**src/rtl/vga_copper.sv**
```systemverilog
// Display-list "copper": replays programmed register writes at chosen scanlines each frame.
// Optional list-complete interrupt is built only when VGA_COPPER_IRQ_EN is defined.
module vga_copper #(
   parameter int ENTRIES = 8
) (
   input  logic                       clk,
   input  logic                       rst_n,
   input  logic                       frame_start,
   input  logic                       line_strobe,
   input  logic [9:0]                 line_y,
   input  logic                       prog_we,
   input  logic [$clog2(ENTRIES)-1:0] prog_addr,
   input  logic [20:0]                prog_data,
   input  logic                       ctrl_we,
   input  logic [5:0]                 ctrl_data,
   output logic                       cfg_valid,
   input  logic                       cfg_ready,
   output logic [1:0]                 cfg_target,
   output logic [8:0]                 cfg_value,
   output logic                       busy,
   output logic                       irq,
   input  logic                       irq_clear
);

   localparam int AW = $clog2(ENTRIES);
   localparam logic [4:0] MAX_COUNT = 5'(ENTRIES);

   typedef enum logic [2:0] {IDLE, WAIT_FRAME, WAIT_LINE, ISSUE, DONE} state_t;

   state_t      state, state_nx;
   logic [20:0] list_q [ENTRIES];
   logic [20:0] cur_entry;
   logic [4:0]  count, ptr, ptr_nx, count_wr;
   logic [9:0]  cur_line;
   logic        enable, cur_valid;
   logic        frame_rst, load_cfg;

   assign cur_entry = list_q[ptr[AW-1:0]];
   assign count_wr  = (ctrl_data[5:1] > MAX_COUNT) ? MAX_COUNT : ctrl_data[5:1];
   assign cfg_valid = (state == ISSUE);
   assign busy      = (state == WAIT_LINE) || (state == ISSUE);

   // ctrl_we outranks frame_start, which outranks normal list progress
   always_comb begin
      state_nx  = state;
      ptr_nx    = ptr;
      frame_rst = 1'b0;
      load_cfg  = 1'b0;
      if (ctrl_we) begin
         if (!ctrl_data[0]) begin
            state_nx = IDLE;
            ptr_nx   = 5'd0;
         end else if (state == IDLE) begin
            state_nx = WAIT_FRAME;
         end
      end else if (frame_start && enable) begin
         state_nx  = WAIT_LINE;
         ptr_nx    = 5'd0;
         frame_rst = 1'b1;
      end else begin
         case (state)
            WAIT_LINE: begin
               if (ptr == count) begin
                  state_nx = DONE;
               end else if (cur_valid && (cur_entry[20:11] <= cur_line)) begin
                  state_nx = ISSUE;
                  load_cfg = 1'b1;
               end
            end
            ISSUE: begin
               if (cfg_ready) begin
                  state_nx = WAIT_LINE;
                  ptr_nx   = ptr + 5'd1;
               end
            end
            default: ;
         endcase
      end
   end

   always_ff @(posedge clk or negedge rst_n) begin
      if (!rst_n) begin
         state      <= IDLE;
         ptr        <= 5'd0;
         count      <= 5'd0;
         enable     <= 1'b0;
         cur_valid  <= 1'b0;
         cfg_target <= 2'd0;
         cfg_value  <= 9'd0;
      end else begin
         state <= state_nx;
         ptr   <= ptr_nx;
         if (ctrl_we) begin
            enable <= ctrl_data[0];
            count  <= count_wr;
         end
         // a strobe coinciding with frame_start still counts for the new frame
         if (line_strobe)
            cur_valid <= 1'b1;
         else if (frame_rst)
            cur_valid <= 1'b0;
         if (load_cfg) begin
            cfg_target <= cur_entry[10:9];
            cfg_value  <= cur_entry[8:0];
         end
      end
   end

   always_ff @(posedge clk) begin
      if (line_strobe)
         cur_line <= line_y;
   end

   always_ff @(posedge clk) begin
      if (prog_we)
         list_q[prog_addr] <= prog_data;
   end

`ifdef VGA_COPPER_IRQ_EN
   always_ff @(posedge clk or negedge rst_n) begin
      if (!rst_n)
         irq <= 1'b0;
      else if ((state_nx == DONE) && (state != DONE))
         irq <= 1'b1;
      else if (irq_clear)
         irq <= 1'b0;
   end
`else
   logic unused_irq_clear;
   assign unused_irq_clear = irq_clear;
   assign irq = 1'b0;
`endif

endmodule

```
**config.mk**
```make
export PLATFORM = sky130hd
export DESIGN_NAME = vga_copper
export DESIGN_NICKNAME = d
export VERILOG_FILES = /design/src/rtl/vga_copper.sv
export SDC_FILE = /design/constraint.sdc
export NUM_CORES = 1
export LEC_CHECK = 0
export ABC_CLOCK_PERIOD_IN_PS = 4000
export CORE_ASPECT_RATIO = 2
export CORE_MARGIN = 5
export CORE_UTILIZATION = 55
export DETAILED_ROUTE_END_ITERATION = 8
export MAX_ROUTING_LAYER = met4
export PLACE_DENSITY = 0.73
export SETUP_SLACK_MARGIN = 0.02
export SLEW_MARGIN = 20
export SYNTH_ARGS = -nofsm -noshare
export SYNTH_HDL_FRONTEND = slang
export SYNTH_SLANG_ARGS = --single-unit
```
**constraint.sdc**
```tcl
create_clock -name clk -period 4 [get_ports clk]
set_input_delay 0.6 -clock clk [delete_from_list [all_inputs] [get_ports clk]]
set_output_delay 0.6 -clock clk [all_outputs]
set_load 0.01 [all_outputs]
```
# Word-level counts from Yosys, hierarchy flattened
# Memories as Yosys holds them, arrays and structs flattened.
# Cells that the tools add are included.
[op_classes]
add_sub_neg = 1
n_lt_le_gt_ge = 2
eq_ne = 7
n_mux = 25
reduce_logical = 10
[ops]
columns = ["operator", "count"]
rows = [
  ["$mux W5", 6],
  ["$mux W3", 7],
  ["$mux W1", 11],
  ["$le A10 B10 Y1", 1],
  ["$eq A3 B2 Y1 const B", 2],
  ["$pmux W3 S2", 1],
  ["$reduce_bool A3 Y1", 2],
  ["$add A5 B1 Y5 const B", 1],
  ["$eq A5 B5 Y1", 1],
  ["$gt A5 B4 Y1 const B", 1],
  ["$ne A5 B2 Y1 const B", 1],
  ["$ne A4 B2 Y1 const B", 1],
  ["$reduce_and A4 Y1", 1],
  ["$reduce_bool A4 Y1", 1],
  ["$logic_not A3 Y1", 1],
  ["$ne A3 B2 Y1 const B", 1],
  ["$reduce_and A3 Y1", 1],
  ["$logic_and A1 B1 Y1", 2],
  ["$ne A2 B2 Y1 const B", 1],
  ["$reduce_bool A2 Y1", 1],
  ["$logic_or A1 B1 Y1", 1],
]
[word_totals]
regBits = 36
mem_bits_rw = 168
input_bits = 48
elab_cells = 54
memories = 1
[memory_table]
columns = ["name", "depth", "width", "rd", "rd_ports_with_merged_regs", "wr", "line_no", "rtl"]
rows = [
  ["list_q", 8, 21, 1, 0, 1, "31", "logic [20:0] list_q [ENTRIES];"],
]

# Longest topological paths before layout
# Gate-level depths: netlist (run 1).
# An unclocked memory read counts as a cell.
[depth]
depth_word = 8
mapped_depth = 12
depth_no_buf = 9

# Least setup slack after synthesis (run 1)
# Ideal clock, no wire load.
[synth_timing]
path_kind = "register to register"
from = "reg ptr[0]"
to = "reg cfg_target[0]"
arrival_time_ns = 3.001
required_time_ns = 3.875
slack_ns = 0.874
path_stages_with_launch = 13
n_path_buf = 3
period_less_slack_ns = 3.126
path_cell_list = "dfrtp_1 > buf_4 > buf_2 > mux4_2 > mux2_2 > ha_1 > nor2b_1 > o21bai_1 > a31oi_1 > o21ai_0 > nor2b_4 > buf_12 > mux2_4"
[synth_between]
elab_chain_len = 8
[synth_lines]
columns = ["element", "line_no", "rtl"]
rows = [
  ["start, declared", "33", "logic [4:0] count, ptr, ptr_nx, count_wr;"],
  ["start signal, assigned", "92", "ptr <= ptr_nx;"],
  ["$mem_v2 Z8 W21", "n/a", ""],
  ["$le A10 B10 Y1", "65", "end else if (cur_valid && (cur_entry[20:11] <= cur_line)) begin"],
  ["$logic_and A1 B1 Y1", "65", ""],
  ["$mux W1", "65", ""],
  ["$mux W1", "63", "if (ptr == count) begin"],
  ["$mux W1", "61", "case (state)"],
  ["$mux W1", "56", "end else if (frame_start && enable) begin"],
  ["$mux W1", "49", "if (ctrl_we) begin"],
  ["end signal, assigned", "103", "cfg_target <= cur_entry[10:9];"],
  ["end, declared", "18", "output logic [1:0] cfg_target,"],
]
# Parallel ways exist; a longest one is shown, timed or not.
# A chain may end at the register's enable or synchronous reset.

# Worst setup path after layout (run 1)
[layout_timing]
from = "reg ptr[0]"
to = "reg cfg_value[8]"
[layout_between]
elab_chain_len = 8
[layout_lines]
columns = ["element", "line_no", "rtl"]
rows = [
  ["$mem_v2 Z8 W21", "n/a", ""],
  ["$le A10 B10 Y1", "65", ""],
  ["$logic_and A1 B1 Y1", "65", ""],
  ["$mux W1", "65", ""],
  ["$mux W1", "63", ""],
  ["$mux W1", "61", ""],
  ["$mux W1", "56", ""],
  ["$mux W1", "49", ""],
  ["end signal, assigned", "104", "cfg_value <= cur_entry[8:0];"],
  ["end, declared", "19", "output logic [8:0] cfg_value,"],
]
# Parallel ways exist; a longest one is shown, timed or not.

==> results of run 1 <==
[critical path, stage by stage (launching register included)]
cell	delay [ns]
dfrtp_2	0.47
buf_12	0.21
buf_4	0.27
mux4_2	0.53
mux2i_1	0.25
ha_1	0.20
nor2b_1	0.04
o21bai_1	0.11
a31oi_1	0.09
o21ai_0	0.48
nor2b_4	0.29
buf_12	0.18
mux2_2	0.34
[where the power goes]
part	total, mW	switching, mW	leakage (nW)	internal, mW
Sequential	2.55	0.0884	1.95	2.46
Combinational	0.955	0.419	1.10	0.536
Clock	1.73	0.710	0.295	1.02
[worst max path at each step]
stage / to / start / cells past startpoint / slack, ns
3_5_place_dp: cfg_value[8]$_DFFE_PN0P_ / ptr[0]$_DFFE_PN0P_ / 12 / 0.40
4_1_cts: cfg_value[8]$_DFFE_PN0P_ / ptr[0]$_DFFE_PN0P_ / 12 / 0.38
2_1_floorplan: cfg_target[0]$_DFFE_PN0P_ / ptr[0]$_DFFE_PN0P_ / 12 / 0.87
5_1_grt: cfg_value[8]$_DFFE_PN0P_ / ptr[0]$_DFFE_PN0P_ / 12 / 0.28
3_3_place_gp: cfg_value[8]$_DFFE_PN0P_ / ptr[0]$_DFFE_PN0P_ / 12 / 0.40
6_report: cfg_value[8]$_DFFE_PN0P_ / ptr[0]$_DFFE_PN0P_ / 12 / 0.42
[routing by layer]
| layer | vias to the layer above | routed length [um] | GRT usage |
|---|---|---|---|
| li1 | 1830 | - | - |
| met1 | 2110 | 5590 | 0.222 |
| met2 | 85 | 8850 | 0.351 |
| met3 | 30 | 556 | 0.0248 |
| met4 | 0 | 518 | 0.0753 |
| met5 | - | 0 | - |
[kinds of logic after synthesis]
| group | synth area share |
|---|---|
| DFF | 0.735 |
| adders and majority gates | 0.0169 |
| muxes | 0.152 |
| and+or+nand+nor | 0.0472 |
| xor gates and xnor gates | 0.00951 |
| buffers and inverters | 0.0199 |
| other | 0.000460 |
| AOI/OAI and AO/OA | 0.0193 |
[layout make-up]
| class | count | area (sq um) | share of cell area |
|---|---|---|---|
| timing repair buffer | 77 | 763 | 0.0787 |
| inverter | 15 | 56.3 | 0.00581 |
| multi-input combinational | 192 | 2030 | 0.210 |
| antenna | 2 | 5.00 | 0.000516 |
| tap | 195 | 244 | 0.0252 |
| sequential | 204 | 6000 | 0.619 |
| clock inverter | 10 | 98.8 | 0.0102 |
| clock buffer | 22 | 497 | 0.0512 |
[metrics by stage]
| step | cells | util |
|---|---|---|
| 6_report | 717 | 0.658 |
| 5_1_grt | 717 | 0.658 |
| 4_1_cts | 715 | 0.657 |
| 3_5_place_dp | 683 | 0.617 |
| 3_3_place_gp | 683 | 0.617 |
| 2_1_floorplan | 429 | - |
[state kept, by name (all words and copies together), names as in the netlist]
signal	cells
enable	1
cfg_value	9
cfg_target	2
list_q	168
ptr	5
cur_valid	1
cur_line	10
state	3
count	5
[cell usage after synthesis, types with 2 or more instances]
library cell,instances
ha_1,11
a21oi_1,9
mux2_2,11
nor3_1,2
buf_2,6
a21o_1,3
mux4_2,42
inv_1,15
nand3_1,5
xnor2_1,3
xor2_1,4
edfxtp_1,178
nand2_1,39
o21ai_0,8
nand2b_1,5
nand4_1,5
a31oi_1,2
nor2_1,14
buf_4,2
mux2_4,10
nor2b_1,4
clkbuf_1,8
mux2i_1,2
dfrtp_1,26
==> results.yml, run 1 <==
cts:
  cts-hold-fix-buffers: 0
  clock_path_buffers: 3
  insertion_delay_ns: 0.47
  htreeDepth: 1
  cts_buffers: 18
  clk_pin_slew_ns: 0.07
  cts_resized: 0
  post_cts_buffers: 0
  cts_tree: "yes"
  cts_sinks: 204
  cts_root_buf: "clkbuf_16"
synth:
  synth.distinct_cells: 39
  yosys-top-cells-area: "edfxtp_1 66%, mux4_2 12%, dfrtp_1 8.0%"
  ys.flop_type: "edfxtp_1"
  ys_async_sr_fraction: 0.127
  yosysTopAreaCell: "edfxtp_1"
  synth_edf_count: 178
  synth-seq-area-share: 0.735
  synth-warning-count: 0
  synth-seq-cells: 204
  synthesis.nets: 488
  syn_inst: 429
  syn_area_sq_um: 8160
  synth_top_area_frac: 0.655
  postSynthAreaPerCell_sq_um: 19.0
min_path:
  hold_path.class: "in2async"
outcome:
  status: "complete, no violations"
drt:
  drc: 0
  wl_per_cell_um: 21.6
  dr.pass1.iters: 4
  drtIter0Drc: 217
  ant_nets: 0
  vias_per_cell: 5.66
  wirelength_um: 15500
  via_count: 4055
timing:
  finalSetupViolCount: 0
  period_minus_slack_ns: 3.58
  whs_ns: 0.507
  hold_viol: 0
  slew_viol_final: 0
  period_share: 0.894
  clock.fmax_mhz: 279
  layout_setup_ws_ns: 0.422
  tightest_slew_ns: 0.820
  grt_setup_unrepaired: "false"
  max-slew-margin-rel: 0.452
  tns_ns: 0
  finClkSkew_ns: 0.00772
global_routing:
  grt_pass1_wl_um: 24900
  grt-ovfl-total: 0
  grt_max_degree: 27
  antenna_found_initial: 2
  track_usage: 0.198
  grt_pass1_vias: 4659
final_layout:
  drive_gt1_frac: 0.233
  final_cell_mix: "178 x edfxtp_1, 59 x clkdlybuf4s50_1, 42 x mux4_2"
  final_common_cell: "edfxtp_1"
  nFillCells: 1026
  area_growth_pct: 18.8
  final_area_sq_um: 9690
  nNetsFinal: 567
floorplan:
  pin_count: 62
  dieHeight_um: 182
  rows: 63
  core-area_sq_um: 14700
  die_w_um: 96.1
  die-area_sq_um: 17500
  start_util: 0.554
power_and_ir_drop:
  powerDensity_nw_per_um2: 539
  power_mw: 5.23
  peakVddDrop_uv: 448
  leakage_nw: 3.34
worst_setup_path:
  r2r-end: "cfg_value[8]$_DFFE_PN0P_"
  cp.arrival_ns: 3.94
  start_kind: "register"
  worstRegToRegCells: 12
  reg2reg_from: "ptr[0]$_DFFE_PN0P_"
  crit_path_end_kind: "register"
  critPathMaxFanout: 16
  path_class: "reg2reg"
  r2r_slack_ns: 0.42
  cp.required_ns: 4.36
place:
  place_area_sq_um: 9090
  place_congestion: 0.760
  place.detailed.hpwl_um: 9860
  io_buffers: 59
  dp_slack_ns: 0.398
job:
  max-cap-violations: 0
(Power assumes the default switching activity.)
==> run 2, diff against run 1 <==
--- a/config.mk
+++ b/config.mk
@@ -17,3 +17,4 @@
 export SYNTH_ARGS = -nofsm -noshare
 export SYNTH_HDL_FRONTEND = slang
 export SYNTH_SLANG_ARGS = --single-unit
+export TNS_END_PERCENT = 5
==> results of run 2 <==
No change in the layout: final DEF, timing and power equal those of run 1.
==> run 3, diff against run 2 <==
--- a/config.mk
+++ b/config.mk
@@ -6,7 +6,6 @@
 export NUM_CORES = 1
 export LEC_CHECK = 0
 export ABC_CLOCK_PERIOD_IN_PS = 4000
-export CORE_ASPECT_RATIO = 2
 export CORE_MARGIN = 5
 export CORE_UTILIZATION = 55
 export DETAILED_ROUTE_END_ITERATION = 8
==> run 3 against run 2 <==
Compared with the run above:
- register-to-register slack better by 0.20 ns
- largest power group unchanged
- sequential share of layout area fell by 0.16 points
- largest cell class unchanged
- non-clock buffer count shrank 2
- critical endpoint unchanged
==> results.yml, run 3 (synthesis results as in run 1) <==
outcome:
  status: "complete, no violations"
global_routing:
  antenna_found_initial: 0
  grt-ovfl-total: 0
  grt_pass1_vias: 4409
  grt_pass1_wl_um: 24500
  track_usage: 0.186
  grt_max_degree: 27
timing:
  clock.fmax_mhz: 296
  max-slew-margin-rel: 0.450
  period_share: 0.844
  layout_setup_ws_ns: 0.624
  slew_viol_final: 0
  finClkSkew_ns: 0.00834
  whs_ns: 0.494
  tightest_slew_ns: 0.824
  hold_viol: 0
  period_minus_slack_ns: 3.38
  tns_ns: 0
  finalSetupViolCount: 0
  grt_setup_unrepaired: "false"
power_and_ir_drop:
  peakVddDrop_uv: 248
  powerDensity_nw_per_um2: 553
  power_mw: 5.38
  leakage_nw: 3.36
worst_setup_path:
  cp.required_ns: 4.37
  r2r_slack_ns: 0.62
  critPathMaxFanout: 26
  crit_path_end_kind: "register"
  path_class: "reg2reg"
  start_kind: "register"
  cp.arrival_ns: 3.75
final_layout:
  largest_reg_flops: 168
  final_area_sq_um: 9720
  final_common_cell: "edfxtp_1"
  diodes: 0
  nNetsFinal: 568
  top_register: "list_q"
  area_growth_pct: 19.1
  nFillCells: 962
  seq_area_sq_um: 6000
  multiInputGateArea_sq_um: 2030
  final_cell_mix: "178 x edfxtp_1, 59 x clkdlybuf4s50_1, 42 x mux4_2"
  reg_top3: "list_q (168), cur_line (10), cfg_value (9)"
  drive_gt1_frac: 0.229
floorplan:
  die_w_um: 132
  dieHeight_um: 132
  core-area_sq_um: 14500
  pin_count: 62
  die-area_sq_um: 17400
  start_util: 0.561
  rows: 44
cts:
  cts_tree: "yes"
  htreeDepth: 1
  post_cts_buffers: 0
  cts_resized: 0
  cts_root_buf: "clkbuf_16"
  cts-hold-fix-buffers: 0
  insertion_delay_ns: 0.49
  clk_pin_slew_ns: 0.06
  cts_buffers: 21
  cts_sinks: 204
  clock_path_buffers: 3
place:
  place_congestion: 0.785
  io_buffers: 59
  place_area_sq_um: 9050
  dp_slack_ns: 0.531
  place.detailed.hpwl_um: 9240
drt:
  dr.pass1.iters: 4
  ant_nets: 0
  drc: 0
  via_count: 4055
  vias_per_cell: 5.74
  wl_per_cell_um: 21.4
  wirelength_um: 15200
  drtIter0Drc: 244
min_path:
  hold_path.class: "in2async"
job:
  max-cap-violations: 0
run 3: cell count changes in the layout (fill, tap and decap cells not counted), moves of 2 or more:
cell       before  now
clkbuf_1        2    8
clkinv_1        4    2
clkbuf_16      19   21
diode_2         2    0
run 3: final timing paths:
kind,cells past startpoint,endpoint,start
setup / recovery,12,cfg_value[8]$_DFFE_PN0P_,ptr[0]$_DFFE_PN0P_
hold / removal,2,state[2]$_DFFE_PN0P_,rst_n
setup reg to reg,12,cfg_value[8]$_DFFE_PN0P_,ptr[0]$_DFFE_PN0P_
hold reg to reg,1,cfg_value[3]$_DFFE_PN0P_,cfg_value[3]$_DFFE_PN0P_
max in group asynchronous,2,ptr[0]$_DFFE_PN0P_,rst_n
min in group clk,1,cfg_value[3]$_DFFE_PN0P_,cfg_value[3]$_DFFE_PN0P_
run 3: routing by layer:
| metal | up-vias | wire length [um] | global-route usage |
|---|---|---|---|
| li1 | 1841 | - | - |
| met1 | 2069 | 6500 | 0.249 |
| met2 | 137 | 7650 | 0.305 |
| met3 | 8 | 859 | 0.0332 |
| met4 | 0 | 146 | 0.0394 |
| met5 | - | 0 | - |
run 3: power by group:
part | internal, mW | total [mW] | switching, mW
clock network | 1.16 | 1.90 | 0.734
logic | 0.521 | 0.945 | 0.424
registers | 2.46 | 2.54 | 0.0740
total | 4.15 | 5.38 | 1.23
run 3: final cells by class:
cell class	count	area share
Clock inverter	8	0.0120
Sequential cell	204	0.617
Clock buffer	29	0.0572
Tap cell	184	0.0237
Multi-Input combinational cell	192	0.209
Inverter	15	0.00579
Timing Repair Buffer	75	0.0757
run 3: stage by stage:
step / cells / util
after detailed placement: 670 / 0.622
after global placement: 670 / 0.622
final: 707 / 0.669
after global routing: 707 / 0.669
after CTS: 707 / 0.669
after floorplan: 429 / -
run 3: worst max-delay path, cell delays in order (launching register included):
cell      delay (ns)
dfrtp_2         0.37
buf_12          0.21
buf_4           0.47
mux4_2          0.57
mux2i_1         0.21
ha_1            0.18
nor2b_1         0.04
o21bai_1        0.11
a31oi_1         0.08
o21ai_0         0.26
nor2b_4         0.22
buf_12          0.17
mux2_2          0.34
==> RTL edit 1: new RTL, settings of run 2 <==
The 5 states of `state_t` get a one-hot encoding in 5 bits.
--- a/src/rtl/vga_copper.sv
+++ b/src/rtl/vga_copper.sv
@@ -27,3 +27,3 @@
 
-   typedef enum logic [2:0] {IDLE, WAIT_FRAME, WAIT_LINE, ISSUE, DONE} state_t;
+   typedef enum logic [4:0] {IDLE = 5'b00001, WAIT_FRAME = 5'b00010, WAIT_LINE = 5'b00100, ISSUE = 5'b01000, DONE = 5'b10000} state_t;
 
Formal check against the unedited RTL: same outputs for any inputs over 4 cycles, from zero or initial values and one cycle with rst_n low; so few cycles prove little.
==> RTL edit 1 against run 2 <==
Synthesized cell count fell by 3.0%. Highest routed layer unchanged. Power fell by 8.1%. Cell area fell by 0.28%. Routed wire length fell by 1.9%. Setup slack improved by 0.26 ns. Count of clock-buffer cells in the layout rose by 1. Synthesized area rose by 1.5%. Sequential cell count rose by 2.
==> RTL edit 1: results (changes against run 2) <==
stage	metric	value	unit	change
yosys	fraction of registers with async set/reset	13.6	%	+0.85 points
status	status	finished, final reports clean		
yosys	Compound-Gate Fraction of Synth Area	1.99	%	+0.063 points
cells_and_area	Post-layout nets	553		-2.5%
yosys	top cells by area, synth	edfxtp_1, dfrtp_1, mux4_2, mux4_1, mux2_2		
yosys	Post-synth top cells	edfxtp_1, mux2_2, dfrtp_1, mux4_2, inv_1		
cells_and_area	Antenna Diode Count	0		-2
placement	worst slack, placed	0.666	ns	+0.268 ns
drt	met3 WL	669	um	+20%
worst_setup_path	CP Max Fanout	18		+2
power_and_ir_drop	LEAKAGE	3.35	nW	+0.37%
yosys	sequential area share after synthesis	73.0	%	-0.45 points
global_routing	global-route wire length before repair	24300	um	-2.4%
power_and_ir_drop	sw frac	22.1	%	-1.2 points
yosys	Post-Synth Adder-Cell Area	1.66	%	-0.024 points
global_routing	pin count of the biggest net entering global routing	25		-7.4%
power_and_ir_drop	Peak supply drop	0.000419	V	-6.6%
timing	hold_ws	0.130	ns	-0.377 ns
timing	Rel. slew slack	42.4	%	-2.7 points
worst_setup_path	number of cells on the worst reg-to-reg path	11		-1
global_routing	initial antenna violation count	0		-2
yosys	Yosys cell types	41		+5.1%
placement	final RePlAce weighted congestion	0.806		+6.0%
power_and_ir_drop	Comb power	0.710	mW	-26%
timing	skew final	0.00691	ns	-0.000807 ns
drt	routed wl met2	8390	um	-5.3%
yosys	mux contribution to synthesized area	16.9	%	+1.7 points
## RTL edit 1: worst min path at each step
stage                  start            end  cells after the start
2_1_floorplan          rst_n  cfg_target[0]                      0
3_3_place_gp    cfg_value[3]   cfg_value[3]                      1
3_5_place_dp   cfg_target[0]  cfg_target[0]                      1
4_1_cts                rst_n  cfg_target[0]                      1
5_1_grt                rst_n  cfg_target[0]                      1
6_report               rst_n  cfg_target[0]                      1
## RTL edit 1: worst register-to-register path, delay by kind of cell, from the launching register on
kind | cells | cell delay [ns]
compound gates | 3 | 0.42
fa+ha+maj | 1 | 0.30
buf+inv | 2 | 0.49
flops | 1 | 0.52
mux | 3 | 1.17
simple gates | 2 | 0.31
## RTL edit 1: cells by family after synthesis
family / count (synthesis)
mux: 76
other cells: 1
compound gates: 27
xor+xnor: 7
simple gates: 55
fa+ha+maj: 11
flops: 206
buf+inv: 33
## RTL edit 1: layout make-up
type / instances / area (sq um) / share of cell area [%]
multi-input combinational: 177 / 2070 / 21.4
inverter: 17 / 63.8 / 0.660
tap: 195 / 244 / 2.52
timing repair buffer: 74 / 711 / 7.35
clock buffer: 23 / 490 / 5.07
clock inverter: 9 / 41.3 / 0.427
sequential: 206 / 6050 / 62.6
## RTL edit 1: through the flow
step,utilization (%),std cells,power [mW],instance area (sq um)
after floorplan,-,416,3.01,8280
after global placement,61.7,669,3.27,9140
after detailed placement,61.6,669,3.30,9130
after CTS,65.2,701,4.86,9670
after global routing,65.2,701,5.02,9670
final,65.2,701,4.80,9670
## RTL edit 1: layer usage
layer	up-vias	GRT usage (%)
li1	1820	-
met4	0	5.57
met2	105	32.1
met5	-	-
met1	2069	21.8
met3	26	2.54
==> RTL edit 2: new RTL, flow settings as in run 2 <==
Made on the original files. The option `VGA_COPPER_IRQ_EN` is turned on by a define.
--- a/src/rtl/vga_copper.sv
+++ b/src/rtl/vga_copper.sv
@@ -2,2 +2,4 @@
 // Optional list-complete interrupt is built only when VGA_COPPER_IRQ_EN is defined.
+`define VGA_COPPER_IRQ_EN
+
 module vga_copper #(
Function: changed (Yosys sat finds a counterexample within 4 cycles, from zero or initial values and one cycle with rst_n low).
==> RTL edit 2 against run 2 <==
Global-route usage shrank 0.62 points. Synthesized area is 0.83% higher. Utilization up 0.35 points. Via count decreased by 1.4%. Highest routed layer unchanged. Routed wire length is 0.37% higher. Critical endpoint is now cfg_target[1]. Setup slack worse by 0.035 ns. Cell area increased by 0.53%. Sequential cell count is 1 higher.
Power is not compared: it rests on default switching activity, and its combinational part moved more than twofold at a synthesized area within 25%.
==> RTL edit 2: results (changes against run 2) <==
stage	metric	value	unit	change
yosys	Post-synth top cells	edfxtp_1, mux4_2, dfrtp_1		
yosys	Mapped Nets	475		-2.7%
drt	1st-iter DRT viols	249		+15%
drt	via count	3997		-1.4%
timing	skew final	0.00751	ns	-0.000207 ns
global_routing	global-route wire length before repair	24100	um	-3.2%
placement	placed cell area	0.00912	sq mm	+0.33%
global_routing	gr usage total	19.2	%	-0.62 points
cells_and_area	share of cells above drive strength 1	25.5	%	+2.3 points
worst_setup_path	CP Max Fanout	12		-4
placement	final RePlAce weighted congestion	0.776		+2.1%
global_routing	vias in the first global route	4291		-7.9%
worst_setup_path	Crit path largest cell delay	0.55	ns	+0.02 ns
global_routing	initial antenna violation count	0		-2
drt	WL final	15600	um	+0.37%
cells_and_area	Finished Layout Cells	704		-1.8%
yosys	fraction of registers with async set/reset	13.2	%	+0.43 points
worst_setup_path	Critical Path AT	3.97	ns	+0.03 ns
worst_setup_path	number of cells on the worst reg-to-reg path	10		-2
global_routing	pin count of the biggest net entering global routing	28		+3.7%
yosys	synthesized instance count	416		-3.0%
yosys	sequential area share after synthesis	73.2	%	-0.30 points
status	status	finished, final reports clean		
yosys	Yosys cell types	41		+5.1%
timing	actual slew at the worst max-slew pin	0.712	ns	-0.108 ns
yosys	top cells by area, synth	edfxtp_1, mux4_2, dfrtp_1, mux2_2, ha_1		
worst_setup_path	RR Endpoint	cfg_target[1]		
placement	hpwl dp	9780	um	-0.76%
cts	Worst-path clk slew	0.07	ns	about the same
placement	worst slack, placed	0.395	ns	-0.00384 ns
cts	total CTS buffers	19		+1
placement	placed cells	671		-1.8%
cells_and_area	Post-layout nets	556		-1.9%
-- RTL edit 2: power by group --
part,internal (mW),switching [mW]
Clock,1.08,0.719
Combinational,0.281,0.189
Sequential,2.46,0.0699
Total,3.82,0.978
-- RTL edit 2: layer usage --
layer | up-vias | wire [um] | GRT usage (%)
li1 | 1829 | - | -
met1 | 2035 | 5930 | 23.8
met2 | 115 | 8550 | 33.3
met3 | 18 | 795 | 2.18
met4 | 0 | 305 | 4.78
met5 | - | 0 | -
-- RTL edit 2: kinds of logic (layout without fill, tap and decap cells) --
kind of cell,after synthesis,after routing,share of synthesized area [%]
buf+inv,34,127,2.11
fa+ha+maj,11,11,1.67
mux,74,74,16.3
simple gates,48,48,2.97
flops,205,205,73.2
compound gates,38,38,3.16
xor+xnor,6,6,0.639
-- RTL edit 2: worst max-delay path by stage --
stage	end	startpoint	slack, ns	cells after the start
final	cfg_target[1]	ptr[0]	0.39	10
after global routing	cfg_target[1]	ptr[0]	0.21	10
after CTS	cfg_target[1]	ptr[0]	0.37	10
after detailed placement	cfg_target[1]	ptr[0]	0.39	10
after global placement	cfg_value[8]	ptr[0]	0.45	10
after floorplan	cfg_target[0]	ptr[0]	0.39	12
-- RTL edit 2: worst max-delay path: cells and delay by family (launching register included) --
family,cells,cell delay (ns)
adders and majority gates,1,0.31
AOI/OAI and AO/OA,3,0.67
DFF,1,0.55
and+or+nand+nor,1,0.16
muxes,3,1.19
buffers and inverters,2,0.60
-- RTL edit 2: layout make-up --
class,count,area [sq um]
Timing Repair Buffer,78,738
Inverter,16,60.1
Fill cell,1017,5000
Clock buffer,23,500
Sequential cell,205,6020
Tap cell,195,244
Multi-Input combinational cell,177,2060
Clock inverter,10,121
